[src/rtl/alu_issue.sv]
`default_nettype none
// ----------------------------------------------------------------------------
// alu_issue : LC-3b operate-instruction issue/writeback stage for an external
//             combinational ALU (8x16 regfile, NZP codes, 2-cycle latency)
// Rev 1.0
// ----------------------------------------------------------------------------
module alu_issue #(
   parameter int         DATA_W   = 16,
   parameter logic [2:0] RESET_CC = 3'b010
) (
   input  logic              clk,
   input  logic              reset,
   input  logic              instValid,
   input  logic [15:0]       instData,
   output logic              instReady,
   output logic [2:0]        aluControl,
   output logic [DATA_W-1:0] aluA,
   output logic [DATA_W-1:0] aluB,
   input  logic [DATA_W-1:0] aluResult,
   output logic [2:0]        cc,
   output logic              done,
   output logic              illegal,
   input  logic [2:0]        dbgAddr,
   output logic [DATA_W-1:0] dbgData
);

   typedef enum logic [1:0] {
      IDLE   = 2'd0,
      EXEC   = 2'd1,
      RETIRE = 2'd2
   } state_t;

   state_t            state_q, state_d;
   logic [DATA_W-1:0] regs_q [8];
   logic [DATA_W-1:0] regs_d [8];
   logic [2:0]        ctrl_q, ctrl_d;
   logic [DATA_W-1:0] a_q, a_d;
   logic [DATA_W-1:0] b_q, b_d;
   logic [2:0]        dr_q, dr_d;
   logic [2:0]        cc_q, cc_d;
   logic              ill_q, ill_d;

   logic [3:0]        opcode;
   logic [DATA_W-1:0] imm_sext;
   logic [DATA_W-1:0] amt_zext;
   logic [DATA_W-1:0] sr1_val;
   logic [DATA_W-1:0] arith_b;
   logic              res_n;
   logic              res_z;
   logic [2:0]        res_nzp;

   assign opcode   = instData[15:12];
   assign imm_sext = {{(DATA_W-5){instData[4]}}, instData[4:0]};
   assign amt_zext = {{(DATA_W-4){1'b0}}, instData[3:0]};
   assign sr1_val  = regs_q[instData[8:6]];
   // bit 5 selects immediate vs. SR2 for ADD/AND/XOR
   assign arith_b  = instData[5] ? imm_sext : regs_q[instData[2:0]];

   assign res_n   = aluResult[DATA_W-1];
   assign res_z   = (aluResult == '0);
   assign res_nzp = {res_n, res_z, ~res_n & ~res_z};

   always_comb begin
      state_d   = state_q;
      regs_d    = regs_q;
      ctrl_d    = ctrl_q;
      a_d       = a_q;
      b_d       = b_q;
      dr_d      = dr_q;
      cc_d      = cc_q;
      ill_d     = ill_q;
      instReady = 1'b0;
      case (state_q)
         IDLE: begin
            instReady = 1'b1;
            if (instValid) begin
               dr_d    = instData[11:9];
               ill_d   = 1'b0;
               state_d = EXEC;
               case (opcode)
                  4'b0001: begin ctrl_d = 3'd0; a_d = sr1_val; b_d = arith_b; end
                  4'b0101: begin ctrl_d = 3'd1; a_d = sr1_val; b_d = arith_b; end
                  4'b1001: begin ctrl_d = 3'd2; a_d = sr1_val; b_d = arith_b; end
                  4'b1101: begin
                     a_d = sr1_val;
                     b_d = amt_zext;
                     // bit 4 = right shift, bit 5 = arithmetic (only meaningful for right)
                     if (!instData[4])     ctrl_d = 3'd3;
                     else if (instData[5]) ctrl_d = 3'd5;
                     else                  ctrl_d = 3'd4;
                  end
                  default: begin
                     ctrl_d  = 3'd6;
                     ill_d   = 1'b1;
                     state_d = RETIRE;
                  end
               endcase
            end
         end
         EXEC: begin
            regs_d[dr_q] = aluResult;
            cc_d         = res_nzp;
            state_d      = RETIRE;
         end
         RETIRE:  state_d = IDLE;
         default: state_d = IDLE;
      endcase
   end

   always_ff @(posedge clk or posedge reset) begin
      if (reset) begin
         state_q <= IDLE;
         for (int i = 0; i < 8; i++) regs_q[i] <= '0;
         ctrl_q  <= 3'd0;
         a_q     <= '0;
         b_q     <= '0;
         dr_q    <= 3'd0;
         cc_q    <= RESET_CC;
         ill_q   <= 1'b0;
      end else begin
         state_q <= state_d;
         for (int i = 0; i < 8; i++) regs_q[i] <= regs_d[i];
         ctrl_q  <= ctrl_d;
         a_q     <= a_d;
         b_q     <= b_d;
         dr_q    <= dr_d;
         cc_q    <= cc_d;
         ill_q   <= ill_d;
      end
   end

   assign aluControl = ctrl_q;
   assign aluA       = a_q;
   assign aluB       = b_q;
   assign cc         = cc_q;
   assign done       = (state_q == RETIRE) & ~ill_q;
   assign illegal    = (state_q == RETIRE) &  ill_q;
   assign dbgData    = regs_q[dbgAddr];

endmodule
`default_nettype wire
[config.mk]
export PLATFORM = sky130hd
export DESIGN_NAME = alu_issue
export DESIGN_NICKNAME = d
export VERILOG_FILES = /design/src/rtl/alu_issue.sv
export SDC_FILE = /design/constraint.sdc
export NUM_CORES = 1
export LEC_CHECK = 0
export BUFFER_PORTS_ARGS = -buffer_cell sky130_fd_sc_hd__buf_4
export CORE_AREA = 2 2 148 150
export CTS_BUF_LIST = sky130_fd_sc_hd__clkbuf_16
export CTS_CLUSTER_DIAMETER = 50
export DETAILED_ROUTE_END_ITERATION = 10
export DIE_AREA = 0 0 150 152
export HOLD_SLACK_MARGIN = 0.08
export PLACE_DENSITY = 0.66
export SYNTH_ARGS = -nofsm -noshare
export SYNTH_HDL_FRONTEND = slang
export SYNTH_SLANG_ARGS = --single-unit
[constraint.sdc]
create_clock -name clk -period 6.2 [get_ports clk]
set_input_delay 0.62 -clock clk [delete_from_list [all_inputs] [get_ports clk]]
set_output_delay 0.62 -clock clk [all_outputs]
set_load 0.03 [all_outputs]
# --- Yosys cells after proc, flatten, opt, wreduce, memory -nomap -nowiden ---
# Index checks and enable logic that the tools add are counted.
word_totals:
  mem_bits_rw: 0
  regBits: 172
  input_bits: 38
  wordCells: 68
  romBits: 0
  latchBits: 0
  n_memories: 0
classes:
  add_sub_neg: 0
  n_eq_ne: 7
  mul: 0
  order_cmp: 5
  shift: 0
  reduce_logical: 9
  n_bitwise: 10
  muxes: 22
  div_mod_pow: 0
op_table:
  columns: ["operator", "count"]
  rows:
  - ["16-bit binary-select mux with 3-bit select", 3]
  - ["128-bit bitwise mux", 1]
  - ["16-bit two-way mux", 8]
  - ["16-bit demux with 3-bit select", 1]
  - ["16-bit case mux with 2 select lines", 1]
  - ["4-bit greater-or-equal comparator, second input constant", 4]
  - ["16-bit zero test", 1]
  - ["3-bit NOT with 4-bit output", 4]
  - ["3-bit case mux with 4 select lines", 1]
  - ["4-bit == test, second input constant", 2]
  - ["3-bit AND reduction", 2]
  - ["4-bit by 1-bit == test with 1-bit output, second input constant", 1]
  - ["4-bit by 3-bit == test with 1-bit output, second input constant", 1]
  - ["4-bit by 1-bit < comparator with 1-bit output, second input constant", 1]
  - ["2-bit two-way mux", 2]
  - ["2-bit case mux with 2 select lines", 1]
  - ["4-bit OR reduction", 1]
  - ["1-bit AND", 3]
  - ["1-bit two-way mux", 3]
  - ["3-bit two-way mux", 1]
  - ["1-bit NOT", 3]
  - ["3-bit OR reduction", 1]
  - ["2-bit by 1-bit == test with 1-bit output, second input constant", 1]
  - ["2-bit == test, second input constant", 1]
  - ["other kinds (5)", 5]

# --- Longest topological paths before layout ---
# Gate-level depths: netlist (run 1).
logic_depth:
  word_depth: 6
  mapped_depth: 7
  depth_no_buf: 5

# --- Least setup slack after synthesis (run 1) ---
# No wires, ideal clock.
synth_path:
  path_type: "input to output"
  from: "input port dbgAddr[0]"
  to: "output port dbgData[0]"
  t_arrival_ps: 2008
  path_stages: 4
  setup_slack_ps: 3572
  required_ps: 5580
  cell_sequence: "clkbuf_1 > buf_2 > mux4_2 > mux2_2"
synth_between:
  elab_chain_cells: 4
synth_lines:
  columns: ["element", "line_no", "text"]
  rows:
  - ["start: declaration", "23", "input logic [2:0] dbgAddr,"]
  - ["3-bit NOT with 4-bit output (implied by the code)", "138", "assign dbgData = regs_q[dbgAddr];"]
  - ["16-bit binary-select mux with 3-bit select", "138", null]
  - ["16-bit two-way mux (implied by the code) (2 in series)", "138", null]
  - ["end: declaration", "24", "output logic [DATA_W-1:0] dbgData"]
# Every way passes these cells. The select of a mux whose other input is x is not followed.

# --- Worst setup path in the final report (run 1) ---
layout_path:
  from: "input port dbgAddr[0]"
  to: "output port dbgData[9]"
# The elaborated chain is that of the path after synthesis.

==> qor.txt, run 1 <==
Status: complete, no violations
Initial Utilization: 44.3%
Total power draw: 3.92 mW
# rows: 54
Post-CTS sizing: 0
Nets: 733
Number of I/O port buffers: 94
Rel. slew slack: 17.6%
Number of hold-repair buffers added at the cts stage: 0
Synth-to-layout area growth: 13.9%
Synth warnings: 0
Routed len/inst: 24.5 µm
Non-Filler Instances: 985
Clock sink count: 172
Vias in the first global route: 6285
Primary FF master, synth: dfrtp_1
WP data required: 5.58 ns
Final Cycle Share: 46.6%
Worst-path clk slew: 0.06 ns
Max VDD drop: 166 µV
Hold Path Class: in2reg
Core area: 21400 µm²
Int Power: 2.64 mW
Pleak: 4.73 nW
Slew Viols, Final: 0
Sw frac: 32.6%
F_max: 0.346 GHz
FFs w/ async S/R, synth: 100%
Die Area: 22800 µm²
Num CTS Buffers: 17
HPWL Detailed: 14.8 mm
Most Crowded Layer GR: met2
Die X: 150 µm
Least-Margin Pin Slew: 1.23 ns
Seq cells post-synth: 172
Final setup violating endpoints: 0
First-pass GRT wire length: 37.8 mm
DR pass1 iterations: 5
Logic gate share of total power: 33.0%
Via count: 6040
Largest stage delay on the critical path: 0.60 ns
Met3 Usage GRT: 4.26%
GR Layer Usage met2: 36.4%
Worst Reg-to-Reg Cells: 6
Via density: 6.13
Io pins: 95
Area after DPL: 10300 µm²
Mapped cell area: 9450 µm²
Share of power burned in registers: 44.0%
Clock share of power: 22.9%
Most common cell after layout, fill and taps aside: dfrtp_1
Layout cell share with drive strength beyond 1: 53.0%
Hold Violations, Final: 0
Layout Cell Area excl Fill: 10800 µm²
Worst-path maximum fanout: 32
WP data arrival: 2.27 ns
Slowest-stage cell, CP: mux4_2
Final Critical Period: 2.89 ns
DR iter-0 viols: 436
NetSw: 1.28 mW
Syn_nets: 663
Initial antenna violation count: 0
Post-CTS setup buffer count: 0
Final WL: 24.2 mm
GRT Util Overall: 22.3%
Worst-Skew Late Latency: 0.43 ns
Most frequent cells in the layout: dfrtp_1, mux2_2, buf_4
Pwr dens: 364 nW/µm²
Syn avg cell area: 15.1 µm²
Residual DRC count: 0
Crit start category: primary input
Maximum clock path buffer count: 2
Pin count of the biggest net entering global routing: 121
RSZ-0062 raised after global routing: false
Clock tree from TritonCTS: yes
Die Y: 152 µm
Max-Cap Viols: 0
Count of cell types in the netlist: 40
Total gr overflow: 0
WHS Path Cells: 2
# diodes: 0
ANT nets after route: 0
Most frequent CP cell: buf_4
H-tree depth: 4
Clock root buffer master: clkbuf_16
Worst setup path class: in2out
Gpl congestion: 0.788
R2R Setup Slk: 3.38 ns
Crit end category: output port
Met1 global-route usage: 30.9%
Clk_skew: 0.00754 ns
Setup_tns: 0 ns
Mapped Cells: 625
Number of flops mapped to enable cells by yosys: 0
Register area share after synthesis: 45.6%
DP Cell Count: 956
Worst-path cell chain: buf_4, mux4_2, mux2_2, buf_4
## cell type report
type                    instances  area (µm²)
inverters                       3        16.3
clock buffers                  17         425
fillers                      1823       10600
well taps                     280         350
flip-flops and latches        172        4310
clock inverters                12        47.5
multi-input cells             402        4880
repair buffers                 99         743
## layer usage
layer | part of all wire, % | routed length (µm) | vias up
met2 | 50 | 12100 | 211
met3 | 4.6 | 1110 | 27
met4 | 1.5 | 351 | 0
li1 | - | - | 2569
met5 | 0 | 0 | -
met1 | 44 | 10600 | 3233
## critical path, delay by kind of cell
family / cells / cell delay [ns]
multiplexers: 2 / 0.90
buffers and inverters: 2 / 0.73
## cell usage after synthesis, types with 3 or more instances
| cell type | count | area (µm²) |
|---|---|---|
| a21oi_1 | 11 | 55.1 |
| a22oi_1 | 10 | 75.1 |
| buf_1 | 3 | 11.3 |
| buf_2 | 17 | 85.1 |
| buf_4 | 4 | 30.0 |
| buf_6 | 5 | 56.3 |
| clkbuf_1 | 17 | 63.8 |
| dfrtp_1 | 171 | 4280 |
| inv_1 | 3 | 11.3 |
| mux2_2 | 146 | 1640 |
| mux2i_1 | 32 | 320 |
| mux4_2 | 94 | 2120 |
| nand2_1 | 35 | 131 |
| nand2b_1 | 5 | 31.3 |
| nor2_1 | 10 | 37.5 |
| nor2b_1 | 4 | 25.0 |
| nor3b_1 | 4 | 30.0 |
| nor4_1 | 4 | 25.0 |
| o21ai_0 | 20 | 100 |
## cell families after synthesis
| group | after synthesis | synth area share, % |
|---|---|---|
| mux | 274 | 43.5 |
| simple gates | 80 | 5.11 |
| buf+inv | 51 | 2.83 |
| flops | 172 | 45.6 |
| compound gates | 48 | 3.01 |
## final timing paths
| path | from | end |
|---|---|---|
| hold reg to reg | cc[1] | cc[1] |
| hold / removal | instData[10] | dr_q[1] |
| min in group asynchronous | reset | regs_q[124] |
| setup / recovery | dbgAddr[0] | dbgData[9] |
| setup reg to reg | state_q[0] | aluB[13] |
| max in group asynchronous | reset | aluA[14] |
## power by group through the flow
stage / Sequential, mW / Combinational [mW] / Clock (mW)
CTS: 1.72 / 1.31 / 0.921
global placement: 1.71 / 1.28 / 0
global route: 1.77 / 1.38 / 0.975
floorplan: 1.78 / 0.840 / 0
detailed placement: 1.74 / 1.31 / 0
finish: 1.73 / 1.30 / 0.900
## through the flow
stage / hold slack (ns) / setup WS [ns] / util [%]
after global routing: 0.411 / 3.05 / 50.4
final: 0.426 / 3.31 / 50.4
after global placement: 0.470 / 3.28 / 48.2
after CTS: 0.409 / 3.27 / 50.4
after floorplan: 0.482 / 0.922 / -
after detailed placement: 0.479 / 3.15 / 48.2
## state kept, by name, indices dropped and copies added, names as in the netlist
register and flops:
dr_q 3, cc 3, aluControl 3, aluA 16, state_q 2, ill_q 1
aluB 16, regs_q 128
(Power assumes the default switching activity.)
==> run 2, diff against run 1 <==
PLACE_DENSITY = 0.69   (was 0.66)
clock period = 2.4 ns   (was 6.2 ns; I/O delays follow)
==> run 2 against run 1 <==
Against the previous run:
- sequential power rose to 2.6 times the previous value
- global-route usage down 0.16 points
- clock skew up 0.0031 ns
- clock-buffer cell count unchanged
- final cell count up 2.4%
- total power rose to 2.7 times the previous value
- register-to-register slack worse by 3.1 ns
- final area up 2.9%
- setup slack worse by 3.0 ns
- via count up 1.5%
- worst hold slack worse by 0.33 ns
- non-clock buffer count up 22
- largest cell class unchanged
- largest power group unchanged
==> qor.txt, run 2 (same netlist as run 1, synthesis figures left out) <==
H-tree depth: 4
Clock tree from TritonCTS: yes
Die X: 150 µm
Pwr dens: 943 nW/µm²
Worst-path maximum fanout: 16
Largest reg by FF count: regs_q
DR iter-0 viols: 417
Max VDD drop: 348 µV
Layout cell share with drive strength beyond 1: 54.3%
Setup_tns: 0 ns
WP data required: 2.71 ns
Hold Violations, Final: 0
Most frequent cells in the layout: dfrtp_1, mux2_2, buf_4
DR pass1 iterations: 4
Final setup violating endpoints: 0
Post-CTS sizing: 0
Clk_skew: 0.0106 ns
Worst-path clk slew: 0.06 ns
F_max: 0.471 GHz
Routed len/inst: 24.1 µm
Pin count of the biggest net entering global routing: 109
Number of hold-repair buffers added at the cts stage: 5
Post-CTS setup buffer count: 0
Worst-Skew Late Latency: 0.43 ns
Clock sink count: 172
Met3 Usage GRT: 5.14%
Io pins: 95
Maximum clock path buffer count: 2
Total power draw: 10.4 mW
First-pass GRT wire length: 37.9 mm
Number of I/O port buffers: 94
Most common cell after layout, fill and taps aside: dfrtp_1
Max FFs per register: 128
Slowest-stage cell, CP: nand3b_2
Num CTS Buffers: 17
Gpl congestion: 0.760
Slew Viols, Final: 0
Residual DRC count: 0
HPWL Detailed: 15.7 mm
# diodes: 0
Post-layout util: 51.9%
Worst-path cell chain: nand2b_1, nor2_8, nand3b_2, mux2_2
Core area: 21400 µm²
# rows: 54
Status: complete, no violations
ANT nets after route: 0
Final Cycle Share: 88.6%
Die Y: 152 µm
GRT Util Overall: 22.1%
Non-Filler Instances: 1009
Initial Utilization: 44.3%
Synth-to-layout area growth: 17.2%
Filler instances: 1795
Final WL: 24.3 mm
Worst setup path class: reg2reg
Via count: 6130
Most Crowded Layer GR: met2
Rel. slew slack: 60.0%
Least-Margin Pin Slew: 0.598 ns
WP buf/inv: 0
Largest stage delay on the critical path: 0.48 ns
Final Critical Period: 2.13 ns
Clock root buffer master: clkbuf_16
Vias in the first global route: 6443
Critical path's top delay family: simple AND/OR/NAND/NOR gates
Total gr overflow: 0
Met1 global-route usage: 29.2%
Crit start category: flop
WP data arrival: 2.43 ns
Via density: 6.08
Initial antenna violation count: 0
Max-Cap Viols: 0
DP Cell Count: 973
Nets: 755
RSZ-0062 raised after global routing: false
Crit end category: flop
Die Area: 22800 µm²
GR Layer Usage met2: 36.8%
Hold Path Class: in2reg
Pleak: 4.88 nW
-- run 2: cell types whose count changed in the layout (fill, tap and decap cells not counted) --
cell	delta
buf_4	+12
buf_12	+5
dlygate4sd3_1	+5
clkinvlp_4	+3
bufinv_16	+2
clkinv_1	-2
clkinv_2	+1
inv_1	-1
inv_6	-1
-- run 2: power by group --
group | switching, mW | total (mW) | internal (mW)
Combinational | 1.50 | 3.40 | 1.90
Clock | 1.11 | 2.60 | 1.49
Sequential | 0.744 | 4.45 | 3.71
-- run 2: area by class of cell --
class / count / area [µm²] / share of cell area, %
multi-input combinational: 402 / 4880 / 44.1
sequential: 172 / 4310 / 38.9
timing repair buffer: 121 / 983 / 8.88
clock buffer: 17 / 425 / 3.84
tap: 280 / 350 / 3.16
clock inverter: 14 / 116 / 1.05
inverter: 3 / 15.0 / 0.136
-- run 2: path summary, 6_finish.rpt --
path | from | to | cells after the start | slack (ns)
setup / recovery | state_q[1] | regs_q[109] | 4 | 0.27
hold / removal | instData[3] | aluB[3] | 3 | 0.1
setup reg to reg | state_q[1] | regs_q[109] | 4 | 0.27
hold reg to reg | aluB[8] | aluB[8] | 2 | 0.48
max in group asynchronous | reset | regs_q[4] | 4 | 1.23
min in group asynchronous | reset | regs_q[15] | 3 | 0.32
-- run 2: layer usage --
metal | wire length (µm) | vias to the layer above
li1 | - | 2614
met3 | 1290 | 31
met1 | 10300 | 3308
met5 | 0 | -
met2 | 12400 | 177
met4 | 412 | 0
-- run 2: through the flow --
step	setup slack [ns]	hold slack, ns	cell area [µm²]
after global placement	0.376	0.212	10500
after floorplan	-0.0359	0.389	9460
after CTS	0.257	0.0929	11100
after global routing	0.182	0.109	11100
after detailed placement	0.283	0.216	10500
final	0.275	0.0970	11100
-- run 2: worst min-delay path, stage by stage --
cell     delay (ns)
buf_4          0.08
a21oi_1        0.05
a21oi_1        0.12
